File: config.mk
export PLATFORM = sky130hd
export DESIGN_NAME = mul_div_unit
export DESIGN_NICKNAME = d
export VERILOG_FILES = /design/src/rtl/mul_div_unit_pkg.sv /design/src/rtl/mul_div_unit_iter_core.sv /design/src/rtl/mul_div_unit.sv
export SDC_FILE = /design/constraint.sdc
export NUM_CORES = 1
export LEC_CHECK = 0
export BUFFER_PORTS_ARGS = -buffer_cell sky130_fd_sc_hd__buf_2
export CAP_MARGIN = 10
export CORE_MARGIN = 2
export CORE_UTILIZATION = 55
export DETAILED_ROUTE_END_ITERATION = 6
export MAX_ROUTING_LAYER = met4
export PLACE_DENSITY_LB_ADDON = 0.15
export SLEW_MARGIN = 30
export SYNTH_ARGS = -nofsm -noshare
export SYNTH_HDL_FRONTEND = slang
export SYNTH_SLANG_ARGS = --single-unit
File: constraint.sdc
create_clock -name clk -period 5.7 [get_ports clk]
set_clock_uncertainty 0.15 [all_clocks]
set_input_delay 0.855 -clock clk [delete_from_list [all_inputs] [get_ports clk]]
set_output_delay 0.855 -clock clk [all_outputs]
set_load 0.005 [all_outputs]
File: src/rtl/mul_div_unit_pkg.sv
// Shared constants for the multiply/divide unit: operation codes, FSM states
// and the default operand width, so the decoder and the unit agree on encodings.
package mul_div_unit_pkg;

  localparam int MD_WIDTH = 32;

  typedef enum logic [2:0] {
    MD_NOP   = 3'd0,
    MD_MULT  = 3'd1,
    MD_MULTU = 3'd2,
    MD_DIV   = 3'd3,
    MD_DIVU  = 3'd4,
    MD_MTHI  = 3'd5,
    MD_MTLO  = 3'd6,
    MD_NOP7  = 3'd7
  } mdOp_e;

  typedef enum logic [1:0] {
    ST_IDLE = 2'd0,
    ST_CALC = 2'd1,
    ST_FIX  = 2'd2
  } mdState_e;

  function automatic logic isDivOp(input mdOp_e op);
    return (op == MD_DIV) || (op == MD_DIVU);
  endfunction

  function automatic logic isMulOp(input mdOp_e op);
    return (op == MD_MULT) || (op == MD_MULTU);
  endfunction

  function automatic logic isSignedOp(input mdOp_e op);
    return (op == MD_MULT) || (op == MD_DIV);
  endfunction

endpackage

File: src/rtl/mul_div_unit_iter_core.sv
// Iteration datapath: one shift-add multiply step or one restoring divide step
// per cycle on a 2*WIDTH accumulator, plus the iteration counter.
module md_iter_core
  import mul_div_unit_pkg::*;
#(
  parameter int WIDTH = MD_WIDTH
) (
  input  logic               clk,
  input  logic               rst_n,
  input  logic               load,
  input  logic               step,
  input  logic               divMode,
  input  logic [WIDTH-1:0]   loadAcc,
  input  logic [WIDTH-1:0]   loadOpnd,
  output logic [2*WIDTH-1:0] acc,
  output logic               lastIter
);

  localparam int CNT_W = (WIDTH > 1) ? $clog2(WIDTH) : 1;

  logic [WIDTH-1:0]   opnd;
  logic [CNT_W-1:0]   cnt;
  logic [2*WIDTH-1:0] accNext;
  logic [WIDTH-1:0]   addend;
  logic [WIDTH:0]     mulSum;
  logic [WIDTH:0]     remShift;
  logic [WIDTH+1:0]   divDiff;

  // Multiply: low half holds the unconsumed multiplier bits, high half the
  // running partial product; the carry of the add shifts into the product.
  // Divide: high half is the partial remainder, low half fills with quotient bits.
  always_comb begin
    addend   = acc[0] ? opnd : '0;
    mulSum   = {1'b0, acc[2*WIDTH-1:WIDTH]} + {1'b0, addend};
    remShift = acc[2*WIDTH-1:WIDTH-1];
    divDiff  = {1'b0, remShift} - {2'b00, opnd};
    accNext  = {mulSum, acc[WIDTH-1:1]};
    if (divMode) begin
      if (!divDiff[WIDTH+1])
        accNext = {divDiff[WIDTH-1:0], acc[WIDTH-2:0], 1'b1};
      else
        accNext = {remShift[WIDTH-1:0], acc[WIDTH-2:0], 1'b0};
    end
  end

  assign lastIter = (cnt == CNT_W'(WIDTH - 1));

  always_ff @(posedge clk or negedge rst_n) begin
    if (!rst_n) begin
      acc  <= '0;
      opnd <= '0;
      cnt  <= '0;
    end else if (load) begin
      acc  <= {{WIDTH{1'b0}}, loadAcc};
      opnd <= loadOpnd;
      cnt  <= '0;
    end else if (step) begin
      acc  <= accNext;
      cnt  <= cnt + CNT_W'(1);
    end
  end

endmodule

File: src/rtl/mul_div_unit.sv
// EX-stage iterative multiply/divide unit owning HI/LO: operand sign handling,
// control FSM and result write-back around the md_iter_core datapath.
module mul_div_unit
  import mul_div_unit_pkg::*;
#(
  parameter int WIDTH = MD_WIDTH
) (
  input  logic             clk,
  input  logic             rst_n,
  input  logic [WIDTH-1:0] opr1,
  input  logic [WIDTH-1:0] opr2,
  input  logic [2:0]       mdOp,
  input  logic             start,
  input  logic             flush,
  output logic             busy,
  output logic             done,
  output logic             divZero,
  output logic [WIDTH-1:0] hi,
  output logic [WIDTH-1:0] lo
);

  function automatic logic [WIDTH-1:0] absVal(input logic signed [WIDTH-1:0] v);
    return v[WIDTH-1] ? WIDTH'(-v) : WIDTH'(v);
  endfunction

  function automatic logic [WIDTH-1:0] negIf(input logic [WIDTH-1:0] v, input logic neg);
    return neg ? (~v + WIDTH'(1)) : v;
  endfunction

  function automatic logic [2*WIDTH-1:0] negIfWide(input logic [2*WIDTH-1:0] v,
                                                   input logic neg);
    return neg ? (~v + (2*WIDTH)'(1)) : v;
  endfunction

  mdState_e            state;
  mdOp_e               opCode;
  logic signed [WIDTH-1:0] opr1S;
  logic signed [WIDTH-1:0] opr2S;
  logic                opDiv;
  logic                opMul;
  logic                opSigned;
  logic                divByZero;
  logic                loadCore;
  logic                stepCore;
  logic [WIDTH-1:0]    mag1;
  logic [WIDTH-1:0]    mag2;
  logic [2*WIDTH-1:0]  coreAcc;
  logic                coreLast;
  logic                curDiv;
  logic                negLo;
  logic                negHi;

  assign opCode    = mdOp_e'(mdOp);
  assign opr1S     = opr1;
  assign opr2S     = opr2;
  assign opDiv     = isDivOp(opCode);
  assign opMul     = isMulOp(opCode);
  assign opSigned  = isSignedOp(opCode);
  assign divByZero = opDiv && (opr2 == '0);
  assign mag1      = opSigned ? absVal(opr1S) : opr1;
  assign mag2      = opSigned ? absVal(opr2S) : opr2;
  assign loadCore  = (state == ST_IDLE) && start && !flush && (opMul || (opDiv && !divByZero));
  assign stepCore  = (state == ST_CALC) && !flush;

  // Divide keeps the dividend in the accumulator and the divisor as operand;
  // multiply keeps the multiplier in the accumulator.
  md_iter_core #(.WIDTH(WIDTH)) uCore (
    .clk      (clk),
    .rst_n    (rst_n),
    .load     (loadCore),
    .step     (stepCore),
    .divMode  (curDiv),
    .loadAcc  (opDiv ? mag1 : mag2),
    .loadOpnd (opDiv ? mag2 : mag1),
    .acc      (coreAcc),
    .lastIter (coreLast)
  );

  always_ff @(posedge clk or negedge rst_n) begin
    if (!rst_n) begin
      state   <= ST_IDLE;
      busy    <= 1'b0;
      done    <= 1'b0;
      divZero <= 1'b0;
      hi      <= '0;
      lo      <= '0;
      curDiv  <= 1'b0;
      negLo   <= 1'b0;
      negHi   <= 1'b0;
    end else begin
      done    <= 1'b0;
      divZero <= 1'b0;
      if (flush) begin
        state <= ST_IDLE;
        busy  <= 1'b0;
      end else begin
        case (state)
          ST_IDLE: begin
            if (start) begin
              case (opCode)
                MD_MTHI: hi <= opr1;
                MD_MTLO: lo <= opr1;
                MD_MULT, MD_MULTU, MD_DIV, MD_DIVU: begin
                  if (divByZero) begin
                    divZero <= 1'b1;
                  end else begin
                    state  <= ST_CALC;
                    busy   <= 1'b1;
                    curDiv <= opDiv;
                    negLo  <= opSigned && (opr1[WIDTH-1] ^ opr2[WIDTH-1]);
                    negHi  <= opSigned && opDiv && opr1[WIDTH-1];
                  end
                end
                default: ;
              endcase
            end
          end
          ST_CALC: begin
            if (coreLast)
              state <= ST_FIX;
          end
          ST_FIX: begin
            // Remainder follows the dividend sign; quotient/product follow the XOR.
            if (curDiv) begin
              lo <= negIf(coreAcc[WIDTH-1:0], negLo);
              hi <= negIf(coreAcc[2*WIDTH-1:WIDTH], negHi);
            end else begin
              {hi, lo} <= negIfWide(coreAcc, negLo);
            end
            state <= ST_IDLE;
            busy  <= 1'b0;
            done  <= 1'b1;
          end
          default: begin
            state <= ST_IDLE;
            busy  <= 1'b0;
          end
        endcase
      end
    end
  end

`ifndef SYNTHESIS
  startWhileBusy: assert property (@(posedge clk) disable iff (!rst_n) !(start && busy))
    else $error("mul_div_unit: start issued while busy");
`endif

endmodule

# Yosys cells after proc, flatten, opt, wreduce, memory -nomap -nowiden
# Cells that the tools add are included.
# W data, S select, Z words.
# word_totals
output_inout_bits,67
mem_count,0
romBits,0
latch_bits,0
inputBits,71
reg_bits,173
mem_bits_rw,0
# classes
n_reduce_logical,25
n_eq_ne,17
n_addsub,8
div,0
magnitude_cmp,0
n_mux,42
n_shift,0
n_mul,0
n_bitwise,6
# ops
operator,n
$mux W32,15
$mux W64,5
$pmux W32 S2,2
$add A32 B1 Y32 const B,2
$add A64 B1 Y64 const B,1
$neg A32 Y32,2
$not A32 Y32,2
$not A64 Y64,1
$sub A33 B32 Y34,1
$add A32 B32 Y33,1
$logic_not A32 Y1,1
$reduce_and A4 Y1,4
$mux W1,11
$mux W2,5
$mux W5,2
$eq A3 B3 Y1 const B,3
$logic_and A1 B1 Y1,9
$ne A3 B3 Y1 const B,3
$eq A3 B2 Y1 const B,2
$add A5 B1 Y5 const B,1
$eq A5 B5 Y1 const B,1
$reduce_and A5 Y1,1
$logic_or A1 B1 Y1,4
$ne A2 B1 Y1 const B,2
13 further kinds,17

# Depth between registers and ports, before layout
# depth
word_depth,8
depth_mapped,16

# By module
# From an unflattened synthesis, not the netlist that was laid out.
# hier_totals
hier_cells,1962
hier_area_um2,15688.8
# modules_own_cells
mod,area_each_um2,instances,cells_each,seq_area_each_um2
md_iter_core,8722.1,1,1071,2527.4
mul_div_unit,6966.7,1,891,1801.7

# Worst setup path before layout
# No wires, ideal clock.
# synth_path
path_type,register to register
start,register uCore.acc[0]
end,register uCore.acc[62]
period_less_slack_ns,3.649
setup_time_ns,0.138
t_arrival_ns,3.360
path_stages_with_launch,16
setup_slack_ns,2.051
path_cell_list,dfrtp_1 > clkbuf_1 > inv_1 > clkbuf_1 > nor2_1 > ha_1 > a21oi_1 > o21ai_0 > or3_1 > a41oi_2 > o31ai_1 > o41a_1 > a311oi_1 > xnor2_1 > a222oi_1 > o21ai_0
# synth_between
elab_chain_len,5
# synth_rtl
element,line,text
start: declaration,mul_div_unit_iter_core.sv:15,"output logic [2*WIDTH-1:0] acc,"
start signal: assignment,mul_div_unit_iter_core.sv:54,"acc <= {{WIDTH{1'b0}}, loadAcc};"
start signal: assignment,mul_div_unit_iter_core.sv:58,acc <= accNext;
$mux W32,mul_div_unit_iter_core.sv:33,addend = acc[0] ? opnd : '0;
$add A32 B32 Y33,mul_div_unit_iter_core.sv:34,"mulSum = {1'b0, acc[2*WIDTH-1:WIDTH]} + {1'b0, addend};"
$mux W64,mul_div_unit_iter_core.sv:38,if (divMode) begin
$mux W64,mul_div_unit_iter_core.sv:57,end else if (step) begin
$mux W64,mul_div_unit_iter_core.sv:53,end else if (load) begin
# Every way passes these cells. The select of a mux whose other input is x is not followed.
# A chain may end at the register's enable or synchronous reset.

# Worst setup path in the final report
# Ends and elaborated chain as after synthesis.

==> impl_results.md <==
- Run status: finished clean
- Setup TNS: 0 ns
- First-pass GRT wire length: 79740 µm
- Crit path capture: uCore.acc[62]
- Register Area: 4333 µm²
- Unrepaired setup endpoints after global routing: false
- Setup Fix Bufs, Post-CTS: 0
- Overall power: 8008 µW
- Clock sink count: 173
- Final cell count without fillers: 2351
- Arrival time worst endpoint: 4.32 ns
- H-tree Lvls: 4
- Die Span Y: 169.3 µm
- Post-synth cell types: 90
- Synthesized cell area: 15030 µm²
- Bufs on Longest Clock Path: 2
- Share of layout cells above drive strength 1: 0.1134
- Worst path cell trace: inv_1 -> nor2_1 -> ha_1 -> a21oi_1 -> o21ai_0 -> or3_1 -> a41oi_2 -> o31ai_1 -> o41a_1 -> a311oi_1 -> xnor2_1 -> a222oi_1 -> o21ai_0
- Final Max Slew Viols: 0
- R2R depth: 13
- Vias/cell: 6.445
- Worst Path Buf+Inv: 1
- # setup viols final: 0
- Routability Congestion: 0.9888
- Clock-pin slew on the worst setup and hold paths: 0.07 ns
- WL/cell: 22.40 µm
- CP required: 5.86 ns
- Post-DP HPWL: 40030 µm
- Delay of the slowest critical-path stage: 0.49 ns
- PortBufs: 137
- Worst-skew pair later-pin latency: 0.45 ns
- Critical path startpoint category: flop
- Fin crit period: 4.153 ns
- Grt total ovfl: 0
- Die ar.: 28670 µm²
- Leakage power: 0.007315 µW
- Most frequent cells in the layout: nand2_1 (221), nor2_1 (221), o21ai_0 (188)
- Total GRT Usage: 0.3735
- CTS resizes: 0
- FILL cells: 2517
- Rel. slew slack: 0.3852
- Worst path slowest cell: dfrtp_1
- # IOs: 138
- Initial antenna violation count: 0
- Max FO, Critical Path: 16
- Number of global-route vias before repair: 13881
- FF-to-FF Start: uCore.acc[0]
- Max cap viols: 0
- Initial core utilization: 0.5593
- Router iterations before antenna repair: 6
- Cell row count: 60
- CTS tree: yes
- Remaining DRCs: 0
- Syn_nets: 2086
- Final ANT Viol Nets: 0
- CP most frequent cell: o21ai_0
- Max rail drop VDD: 0.0003248 V
- Drt total wl: 52660 µm
- Max Clock Freq: 0.2408 GHz
- Via count: 15152
- Die W: 169.3 µm
- Pin count of the biggest net entering global routing: 110
- Ys flop type: dfrtp_1
- CTS Buf Count: 17
- Element type at the critical path end: flop
- Family with the most delay on the worst path: compound AO/OA/AOI/OAI gates
- Final hold vios: 0
- Worst-Margin Slew: 0.9223 ns
- Cells after synthesis: 1943
- Post-synthesis async set-or-reset flop share: 1.000
- Hold buffers post-CTS: 0
- N_diodes: 0
- Syn avg cell area: 7.736 µm²
- Register area share after synthesis: 0.2880
- Crit path from: uCore.acc[0]
- Syn-to-layout area delta: 9.215%
- Clock Root Buffer: clkbuf_16
- Worst min path class: in2async
- Post-synth EDFFs: 0
- DRT iter0 DRCs: 1507
- Total core area: 26880 µm²
- Ys Warns: 0
- Multi-input gate area: 9958 µm²
- R2r setup slk: 1.55 ns
- Pwr Density: 487.8 nW/µm²
- Crit path kind: reg2reg
- Synthesized flop and latch total: 173
- Fin nets: 2140
- Placed Instances: 2319
- RR Endpoint: uCore.acc[62]
- Number of stages on the worst setup path: 13
- Fin crit share: 0.7286
[how the worst min path moves through the flow]
stage          depth (start not counted)  slack (ns)              to
3_5_place_dp                           2        0.31          lo[30]
6_report                               1        0.23          hi[27]
5_1_grt                                1        0.28          hi[27]
4_1_cts                                1        0.26          hi[27]
3_3_place_gp                           2        0.30          lo[27]
2_1_floorplan                          2        0.29  uCore.opnd[23]
[final cells by class]
type | instances | share of cell area
Timing Repair Buffer | 156 | 0.05160
Clock inverter | 14 | 0.01021
Inverter | 65 | 0.01486
Clock buffer | 18 | 0.02675
Sequential cell | 173 | 0.2639
Multi-Input combinational cell | 1584 | 0.6066
Tap cell | 341 | 0.02599
[worst reg2reg max path, cell delays in order, from the launching register on]
cell      delay, ns
dfrtp_1        0.49
inv_1          0.43
nor2_1         0.11
ha_1           0.36
a21oi_1        0.15
o21ai_0        0.16
or3_1          0.39
a41oi_2        0.30
o31ai_1        0.19
o41a_1         0.42
a311oi_1       0.33
xnor2_1        0.10
a222oi_1       0.32
o21ai_0        0.13
[power by group]
part           total, µW  internal (µW)  switching (µW)
clock               1250            643             605
combinational       4510           1820            2690
sequential          2250           1570             683
total               8010           4030            3980
[Yosys cell counts (53+ instances only)]
| cell type | n | area, µm² |
|---|---|---|
| ha_1 | 70 | 875.8 |
| xor2_1 | 68 | 595.6 |
| nand2_1 | 222 | 833.3 |
| inv_1 | 64 | 240.2 |
| nor2_1 | 222 | 833.3 |
| clkbuf_1 | 90 | 337.8 |
| xnor2_1 | 102 | 893.4 |
| o21ai_0 | 189 | 945.9 |
| a21oi_1 | 177 | 885.9 |
| mux2i_1 | 53 | 530.5 |
| dfrtp_1 | 173 | 4329 |
[flip-flops by register name, summed over array words and instances (netlist names)]
| signal | flops |
|---|---|
| uCore.acc | 64 |
| hi | 32 |
| lo | 32 |
| uCore.opnd | 32 |
| uCore.cnt | 5 |
| state | 2 |
| busy | 1 |
| curDiv | 1 |
| divZero | 1 |
| done | 1 |
| negHi | 1 |
| negLo | 1 |
[through the flow]
step                      worst slack, ns    util  hold WS (ns)  instance area, µm²
after floorplan                     2.051       -        0.2875               15030
after global placement              1.617  0.5878        0.3032               15800
after detailed placement            1.550  0.5882        0.3104               15810
after CTS                           1.582  0.6108        0.2569               16420
after global routing                1.253  0.6108        0.2848               16420
final                               1.547  0.6108        0.2317               16420
[routing by layer]
layer / track usage / up-vias / wire length, µm
li1: - / 7059 / -
met1: 0.5178 / 7199 / 22820
met2: 0.5553 / 789 / 22960
met3: 0.05900 / 105 / 5025
met4: 0.1323 / 0 / 1860
met5: - / - / 0
[logic make-up after synthesis]
group,after synthesis,synth area share
muxes,57,0.03829
buffers and inverters,186,0.05294
DFF,173,0.2880
AOI/OAI and AO/OA,609,0.2521
xor gates and xnor gates,170,0.09906
and+or+nand+nor,676,0.2086
adders and majority gates,72,0.06093
(Power assumes the default switching activity.)
